$ cat src/rtl/enemy_formation.sv
// enemy_formation: invader formation controller.
// Owns the formation origin, sweep direction, step timer, descent and
// kill-based speed-up, and the sticky invasion flag. It also answers the
// renderer's per-pixel query "which cell covers this pixel, and is that
// enemy alive" through a fixed two-stage pipeline.
module enemy_formation #(
  parameter int ROWS         = 5,
  parameter int COLS         = 13,
  parameter int CELL_W       = 30,
  parameter int CELL_H       = 30,
  parameter int SPRITE_W     = 20,
  parameter int SPRITE_H     = 16,
  parameter int X_START      = 150,
  parameter int Y_START      = 40,
  parameter int X_MIN        = 120,
  parameter int X_MAX        = 760,
  parameter int Y_LIMIT      = 440,
  parameter int DY           = 50,
  parameter int STEP_PERIOD  = 2097152,
  parameter int BASE_DX      = 1,
  parameter int MAX_DX       = 8,
  parameter int KILLS_PER_DX = 8,
  localparam int N           = ROWS * COLS,
  localparam int IDX_W       = (N > 1) ? $clog2(N) : 1
) (
  input  logic             clk,
  input  logic             reset,
  input  logic             restart,
  input  logic             run,
  input  logic [N-1:0]     alive,
  input  logic [9:0]       h_counter,
  input  logic [9:0]       v_counter,
  output logic [10:0]      origin_x,
  output logic [10:0]      origin_y,
  output logic             direction,
  output logic [3:0]       dx_cur,
  output logic             step_pulse,
  output logic             descend_pulse,
  output logic             invaded,
  output logic [IDX_W-1:0] pix_idx,
  output logic             pix_hit
);

  localparam int COL_W   = (COLS > 1) ? $clog2(COLS) : 1;
  localparam int ROW_W   = (ROWS > 1) ? $clog2(ROWS) : 1;
  localparam int TIMER_W = (STEP_PERIOD > 1) ? $clog2(STEP_PERIOD) : 1;

  localparam logic [TIMER_W-1:0] TIMER_LAST = TIMER_W'(STEP_PERIOD - 1);

  localparam logic [10:0] CELL_W11   = 11'(CELL_W);
  localparam logic [10:0] CELL_H11   = 11'(CELL_H);
  localparam logic [10:0] SPRITE_W11 = 11'(SPRITE_W);
  localparam logic [10:0] SPRITE_H11 = 11'(SPRITE_H);
  localparam logic [10:0] X_START11  = 11'(X_START);
  localparam logic [10:0] Y_START11  = 11'(Y_START);
  localparam logic [10:0] X_MIN11    = 11'(X_MIN);
  localparam logic [10:0] X_MAX11    = 11'(X_MAX);
  localparam logic [10:0] Y_LIMIT11  = 11'(Y_LIMIT);
  localparam logic [10:0] DY11       = 11'(DY);

  localparam logic signed [11:0] FORM_W12 = 12'(COLS * CELL_W);
  localparam logic signed [11:0] FORM_H12 = 12'(ROWS * CELL_H);

  typedef enum logic {
    SWEEP   = 1'b0,
    DESCEND = 1'b1
  } state_t;

  logic               clear;

  state_t             state_q, state_d;
  logic [10:0]        originX_q, originX_d;
  logic [10:0]        originY_q, originY_d;
  logic               dir_q, dir_d;
  logic [3:0]         descents_q, descents_d;
  logic [3:0]         dx_q, dx_d;
  logic               stepPulse_q, stepPulse_d;
  logic               descendPulse_q, descendPulse_d;
  logic               invaded_q, invaded_d;
  logic [TIMER_W-1:0] timer_q;

  logic [COL_W-1:0]   lc_q, lc_d;
  logic [COL_W-1:0]   rc_q, rc_d;
  logic [ROW_W-1:0]   br_q, br_d;
  logic               none_q, none_d;
  logic [COLS-1:0]    colAny;
  logic [ROWS-1:0]    rowAny;

  logic               timerEn;
  logic               tick;
  logic [10:0]        rightEdge;
  logic [10:0]        leftEdge;
  logic [10:0]        leftLimit;
  logic [10:0]        bottomEdge;

  int unsigned        aliveCount;
  int unsigned        killCount;
  int unsigned        dxSum;

  logic signed [11:0] rxFull, ryFull;
  logic [10:0]        rx_q, ry_q;
  logic               inForm_q, inForm_d;
  logic [COL_W-1:0]   colSel;
  logic [ROW_W-1:0]   rowSel;
  logic [10:0]        colBase, rowBase;
  logic [10:0]        rxMod, ryMod;
  logic [IDX_W-1:0]   cellIdx;
  logic               aliveSel;
  logic [IDX_W-1:0]   pixIdx_q, pixIdx_d;
  logic               pixHit_q, pixHit_d;

  assign clear   = reset | restart;
  assign timerEn = run & ~invaded_q;
  assign tick    = timerEn & (timer_q == TIMER_LAST);

  // Step timer: free-runs while enabled and wraps on the motion tick.
  always_ff @(posedge clk) begin
    if (clear) begin
      timer_q <= '0;
    end else if (timerEn) begin
      timer_q <= tick ? '0 : timer_q + 1'b1;
    end
  end

  // Occupancy bounds of the current alive mask: leftmost/rightmost column and bottom row.
  always_comb begin
    colAny = '0;
    rowAny = '0;
    lc_d   = '0;
    rc_d   = '0;
    br_d   = '0;
    for (int r = 0; r < ROWS; r++) begin
      for (int c = 0; c < COLS; c++) begin
        if (alive[r*COLS + c]) begin
          colAny[c] = 1'b1;
          rowAny[r] = 1'b1;
        end
      end
    end
    for (int c = COLS - 1; c >= 0; c--) begin
      if (colAny[c]) lc_d = COL_W'(c);
    end
    for (int c = 0; c < COLS; c++) begin
      if (colAny[c]) rc_d = COL_W'(c);
    end
    for (int r = 0; r < ROWS; r++) begin
      if (rowAny[r]) br_d = ROW_W'(r);
    end
    none_d = (alive == '0);
  end

  // Bounds are registered so that a kill landing on a tick cycle only affects later ticks.
  always_ff @(posedge clk) begin
    if (clear) begin
      lc_q   <= '0;
      rc_q   <= '0;
      br_q   <= '0;
      none_q <= 1'b1;
    end else begin
      lc_q   <= lc_d;
      rc_q   <= rc_d;
      br_q   <= br_d;
      none_q <= none_d;
    end
  end

  // Speed policy: one extra pixel per descent and per batch of kills, capped.
  always_comb begin
    aliveCount = 0;
    for (int i = 0; i < N; i++) begin
      aliveCount = aliveCount + 32'(alive[i]);
    end
    killCount = 32'(N) - aliveCount;
    dxSum     = 32'(BASE_DX) + 32'(descents_q) + killCount / 32'(KILLS_PER_DX);
    dx_d      = (dxSum > 32'(MAX_DX)) ? 4'(MAX_DX) : dxSum[3:0];
  end

  assign rightEdge  = originX_q + 11'(rc_q) * CELL_W11 + SPRITE_W11 - 11'd1 + 11'(dx_q);
  assign leftEdge   = originX_q + 11'(lc_q) * CELL_W11;
  assign leftLimit  = X_MIN11 + 11'(dx_q);
  assign bottomEdge = originY_q + 11'(br_q) * CELL_H11 + SPRITE_H11;

  // Motion FSM: on each tick either step sideways, turn at a wall, or drop one row.
  always_comb begin
    state_d        = state_q;
    originX_d      = originX_q;
    originY_d      = originY_q;
    dir_d          = dir_q;
    descents_d     = descents_q;
    stepPulse_d    = 1'b0;
    descendPulse_d = 1'b0;
    if (tick && !none_q) begin
      stepPulse_d = 1'b1;
      case (state_q)
        SWEEP: begin
          if (!dir_q) begin
            if (rightEdge > X_MAX11) begin
              dir_d   = 1'b1;
              state_d = DESCEND;
            end else begin
              originX_d = originX_q + 11'(dx_q);
            end
          end else begin
            if (leftEdge < leftLimit) begin
              dir_d   = 1'b0;
              state_d = DESCEND;
            end else begin
              originX_d = originX_q - 11'(dx_q);
            end
          end
        end
        DESCEND: begin
          originY_d      = originY_q + DY11;
          descents_d     = (descents_q == 4'hF) ? 4'hF : descents_q + 4'd1;
          descendPulse_d = 1'b1;
          state_d        = SWEEP;
        end
        default: state_d = SWEEP;
      endcase
    end
  end

  assign invaded_d = invaded_q | (~none_q & (bottomEdge >= Y_LIMIT11));

  // Formation state register; restart has priority over any tick in flight.
  always_ff @(posedge clk) begin
    if (clear) begin
      state_q        <= SWEEP;
      originX_q      <= X_START11;
      originY_q      <= Y_START11;
      dir_q          <= 1'b0;
      descents_q     <= '0;
      dx_q           <= 4'(BASE_DX);
      stepPulse_q    <= 1'b0;
      descendPulse_q <= 1'b0;
      invaded_q      <= 1'b0;
    end else begin
      state_q        <= state_d;
      originX_q      <= originX_d;
      originY_q      <= originY_d;
      dir_q          <= dir_d;
      descents_q     <= descents_d;
      dx_q           <= dx_d;
      stepPulse_q    <= stepPulse_d;
      descendPulse_q <= descendPulse_d;
      invaded_q      <= invaded_d;
    end
  end

  assign rxFull   = $signed({2'b00, h_counter}) - $signed({1'b0, originX_q});
  assign ryFull   = $signed({2'b00, v_counter}) - $signed({1'b0, originY_q});
  assign inForm_d = ~rxFull[11] & (rxFull < FORM_W12) & ~ryFull[11] & (ryFull < FORM_H12);

  // Pixel stage 1: offset of the queried pixel from the formation origin.
  always_ff @(posedge clk) begin
    if (clear) begin
      rx_q     <= '0;
      ry_q     <= '0;
      inForm_q <= 1'b0;
    end else begin
      rx_q     <= rxFull[10:0];
      ry_q     <= ryFull[10:0];
      inForm_q <= inForm_d;
    end
  end

  // Cell lookup by threshold compare chain, then sprite box and alive test.
  always_comb begin
    colSel  = '0;
    colBase = '0;
    for (int k = 1; k < COLS; k++) begin
      if (rx_q >= 11'(k * CELL_W)) begin
        colSel  = COL_W'(k);
        colBase = 11'(k * CELL_W);
      end
    end
    rowSel  = '0;
    rowBase = '0;
    for (int k = 1; k < ROWS; k++) begin
      if (ry_q >= 11'(k * CELL_H)) begin
        rowSel  = ROW_W'(k);
        rowBase = 11'(k * CELL_H);
      end
    end
    rxMod    = rx_q - colBase;
    ryMod    = ry_q - rowBase;
    cellIdx  = IDX_W'(rowSel) * IDX_W'(COLS) + IDX_W'(colSel);
    aliveSel = 1'b0;
    for (int i = 0; i < N; i++) begin
      if (cellIdx == IDX_W'(i)) aliveSel = alive[i];
    end
    pixIdx_d = inForm_q ? cellIdx : '0;
    pixHit_d = inForm_q & (rxMod < SPRITE_W11) & (ryMod < SPRITE_H11) & aliveSel;
  end

  // Pixel stage 2: registered query answer.
  always_ff @(posedge clk) begin
    if (clear) begin
      pixIdx_q <= '0;
      pixHit_q <= 1'b0;
    end else begin
      pixIdx_q <= pixIdx_d;
      pixHit_q <= pixHit_d;
    end
  end

  assign origin_x      = originX_q;
  assign origin_y      = originY_q;
  assign direction     = dir_q;
  assign dx_cur        = dx_q;
  assign step_pulse    = stepPulse_q;
  assign descend_pulse = descendPulse_q;
  assign invaded       = invaded_q;
  assign pix_idx       = pixIdx_q;
  assign pix_hit       = pixHit_q;

endmodule

$ cat config.mk
export PLATFORM = sky130hd
export DESIGN_NAME = enemy_formation
export DESIGN_NICKNAME = d
export VERILOG_FILES = /design/src/rtl/enemy_formation.sv
export SDC_FILE = /design/constraint.sdc
export NUM_CORES = 1
export LEC_CHECK = 0
export CAP_MARGIN = 20
export CORE_MARGIN = 2
export CORE_UTILIZATION = 54
export CTS_CLUSTER_SIZE = 30
export DETAILED_ROUTE_END_ITERATION = 10
export DONT_BUFFER_PORTS = 1
export GPL_TIMING_DRIVEN = 0
export PLACE_DENSITY = 0.72
export REMOVE_ABC_BUFFERS = 1
export SETUP_SLACK_MARGIN = 0.15
export SYNTH_ARGS = -nofsm -noshare
export SYNTH_HDL_FRONTEND = slang
export SYNTH_SLANG_ARGS = --single-unit
$ cat constraint.sdc
create_clock -name clk -period 7.63 [get_ports clk]
set_input_delay 0.763 -clock clk [delete_from_list [all_inputs] [get_ports clk]]
set_output_delay 0.763 -clock clk [all_outputs]
set_load 0.02 [all_outputs]
==> summary.md <==
| Metric | Value |
|---|---|
| F_max | 130.2 MHz |
| Fillers | 2049 |
| TritonCTS clock tree | yes |
| Synth Cell Area | 12770 um2 |
| Crit path launch type | primary input |
| Max Cap Violations | 0 |
| Final setup viols | 3 |
| Final Hold Viols | 0 |
| Crit-path max FO | 3 |
| CTS Buffer Depth | 2 |
| Mux cell area share after synthesis | 3.028% |
| Normalized max-slew margin | 24.76% |
| TritonCTS Buffers | 9 |
| Synth Area in Compound Gates | 16.33% |
| Clock Sinks | 96 |
| Final setup margin | -0.04976 ns |
| Initial Util | 54.72% |
| Total grt overflow | 0 |
| Drt pass-1 iters | 5 |
| Ant. Diodes | 0 |
| Clk Tree Root Cell | clkbuf_16 |
| Dpl cells | 1842 |
| IO Pins | 127 |
| Number of synthesized flops with an enable pin | 0 |
| Largest net degree at the start of global routing | 45 |
| Unrepaired setup endpoints after global routing | true |
| Syn_area_per_cell | 8.211 um2 |
| Synth Area in XOR/XNOR | 5.830% |
| Crit end category | flip-flop |
| Core box area | 23330 um2 |
| Worst path arrival time | 7.96 ns |
| Simple-gate area share of the yosys netlist | 17.19% |
| Vias per cell | 5.920 |
| # hold bufs at CTS | 0 |
| Die H | 157.8 um |
| Sequential-to-total area share from yosys stat | 15.05% |
| Global-route wire length before repair | 55200 um |
| #FFs+latches synth | 96 |
| Detail Route Antenna Nets | 0 |
| CP Data Required Time | 7.91 ns |
| Top_reg_cell synth | dfxtp_1 |
| Die W | 157.8 um |
| Yosys warning total | 0 |
| 1st-iter DRT viols | 738 |
| Min Tclk post-route | 7.680 ns |
| Failing checks | negative setup slack |
| WL final | 34920 um |
| GP Congestion | 0.9760 |
| Avg WL per Cell | 18.70 um |
| Hpwl dp | 28440 um |
| Main combinational cell family by area after synthesis | adder cells |
| IO Port Bufs | 0 |
| Setup CP Type | in2reg |
| Vias in the first global route | 10760 |
| DRC | 0 |
| H-Tree Depth | 3 |
| Post-synth cell types | 84 |
| Slew @ Worst Pin | 1.100 ns |
| Clock transition at path regs | 0.07 ns |
| Die area | 24890 um2 |
| Status | finished, violations left |
| Row count | 56 |
| Tot GR Track Use | 28.33% |
| Ys async rst share | 0% |
| HP Class | reg2reg |
| Share of cells above drive strength 1 | 7.300% |
| Clock skew | 0.009116 ns |
| Worst skew pair latency | 0.36 ns |
| Syn Inst Count | 1555 |
| Post-Layout Cell Count | 1867 |
| Final worst path period share | 100.7% |
| Adder-cell share of the synthesized area | 33.26% |
| Via count | 11050 |
| Slew Limit Fails | 0 |
| # nets final | 1920 |
| Initial antenna violation count | 0 |
| Synth-to-Final Area Change | 6.546% |
==> cells in the mapped netlist (4+ instances only) <==
cell type | instances | area share [%]
xor2_1 | 35 | 2.4
or3_1 | 8 | 0.39
nand3_1 | 36 | 1.4
o2111ai_1 | 6 | 0.41
o31a_1 | 4 | 0.27
fa_1 | 83 | 13
nor4b_1 | 5 | 0.34
mux4_2 | 8 | 1.4
nand4_1 | 27 | 1.3
and4_1 | 8 | 0.55
nor2b_1 | 20 | 0.98
or2_2 | 11 | 0.54
and2_1 | 16 | 0.78
mux2i_1 | 15 | 1.2
mux2_2 | 5 | 0.44
nand2_1 | 72 | 2.1
o21a_1 | 14 | 0.82
ha_1 | 205 | 20
inv_1 | 272 | 8.0
nor2_1 | 127 | 3.7
nor4_1 | 17 | 0.83
xnor2_1 | 50 | 3.4
a31o_2 | 6 | 0.41
a211oi_1 | 9 | 0.53
o31ai_1 | 6 | 0.35
and3_1 | 17 | 0.83
nor3_1 | 38 | 1.5
o211ai_1 | 10 | 0.59
o21ai_0 | 61 | 2.4
o21bai_1 | 8 | 0.47
clkbuf_1 | 28 | 0.82
a21oi_1 | 83 | 3.3
o211a_1 | 5 | 0.39
a31oi_1 | 15 | 0.73
a21o_1 | 33 | 1.9
a2111oi_0 | 4 | 0.27
nand2b_1 | 15 | 0.73
dfxtp_1 | 96 | 15
==> layout by cell type (no fill, tap or decap), types with 6 or more instances in the layout <==
master / synthesis / layout
a211oi_1: 9 / 9
a21o_1: 33 / 33
a21oi_1: 83 / 81
a31o_2: 6 / 6
a31oi_1: 15 / 15
and2_1: 16 / 16
and3_1: 17 / 17
and4_1: 8 / 8
buf_4: 2 / 10
clkbuf_16: 0 / 9
clkinvlp_4: 0 / 6
dfxtp_1: 96 / 96
fa_1: 83 / 65
fa_2: 0 / 18
ha_1: 205 / 202
inv_1: 272 / 256
inv_2: 0 / 9
mux2i_1: 15 / 15
mux4_2: 8 / 8
nand2_1: 72 / 72
nand2b_1: 15 / 15
nand3_1: 36 / 35
nand4_1: 27 / 27
nor2_1: 127 / 124
nor2b_1: 20 / 19
nor3_1: 38 / 38
nor4_1: 17 / 17
o2111ai_1: 6 / 6
o211ai_1: 10 / 10
o21a_1: 14 / 14
o21ai_0: 61 / 61
o21bai_1: 8 / 7
o31ai_1: 6 / 6
or2_2: 11 / 11
or3_1: 8 / 8
xnor2_1: 50 / 50
xor2_1: 35 / 35
==> final cells by class <==
cell class | instances | area [um2] | area share [%]
Inverter | 274 | 1057 | 7.772
Tap cell | 319 | 399.1 | 2.934
Sequential cell | 96 | 1922 | 14.13
Clock inverter | 5 | 66.31 | 0.4874
Multi-Input combinational cell | 1149 | 9769 | 71.81
Clock buffer | 11 | 232.7 | 1.711
Timing Repair Buffer | 13 | 157.7 | 1.159
==> logic make-up after synthesis <==
group,Yosys count
mux,28
flops,96
other cells,2
simple gates,433
compound gates,311
fa+ha+maj,290
xor+xnor,85
buf+inv,310
==> per-stage QoR <==
stage	TNS, ns	util [%]	hold slack [ns]	setup slack, ns	cell area, um2
3_5_place_dp	-3.787	56.17	0.4754	-0.9994	13110
4_1_cts	0	58.13	0.4854	0.003352	13560
6_report	-0.09280	58.31	0.4804	-0.04976	13600
2_1_floorplan	-1.778	-	0.4492	-0.4771	12610
5_1_grt	-0.8389	58.31	0.4994	-0.2348	13600
3_3_place_gp	-3.478	55.78	0.4589	-0.9685	13010
==> final timing paths <==
check                                               end  depth (start not counted)                    start  slack, ns
worst min-delay path            timer_q[1]$_SDFFE_PP0P_                          2  timer_q[1]$_SDFFE_PP0P_       0.48
worst max-delay path               dx_cur[2]$_SDFF_PP0_                         24                alive[30]      -0.05
worst min register to register  timer_q[1]$_SDFFE_PP0P_                          2  timer_q[1]$_SDFFE_PP0P_       0.48
worst max register to register       pix_hit$_SDFF_PP0_                         15       rx_q[4]$_SDFF_PP0_       0.79
==> routing by layer <==
| metal | vias to the layer above | share of wire (%) | GRT usage [%] |
|---|---|---|---|
| met5 | - | 0 | 0 |
| met4 | 0 | 3.2 | 10.52 |
| met3 | 68 | 7.1 | 4.873 |
| met2 | 436 | 47 | 47.66 |
| met1 | 5256 | 43 | 36.41 |
| li1 | 5293 | - | - |
==> sequential cells by signal, summed over array words and instances (netlist names), 3 cells and up <==
register    flops
descents_q      4
dx_cur          4
origin_x       11
origin_y       10
br_q            3
lc_q            4
timer_q        21
pix_idx         7
rc_q            4
ry_q           10
rx_q           10
==> worst max-delay path, stage by stage <==
cell and delay (ns):
inv_8 0.02, fa_1 0.50, ha_2 0.21, fa_2 0.35, fa_1 0.52, inv_1 0.05
fa_1 0.48, fa_1 0.51, inv_2 0.04, fa_2 0.39, fa_1 0.57, fa_1 0.45
fa_1 0.56, ha_2 0.19, inv_2 0.04, fa_2 0.45, fa_2 0.44, nor2b_4 0.15
nand4b_1 0.10, o22a_1 0.23, or4b_4 0.55, a21oi_4 0.16, nand3_2 0.12, nor2_2 0.13
==> what timing repair did <==
| item | in CTS | in global routing |
|---|---|---|
| resized for setup | 47 | 4 |
| pin swaps | 34 | 10 |
| setup endpoints to repair | 4 | 4 |
| buffers inserted | 5 | 4 |
Power is left out: the tool's default activity adds up to more than one toggle a clock period on the data nets, which glitch-free logic cannot reach.
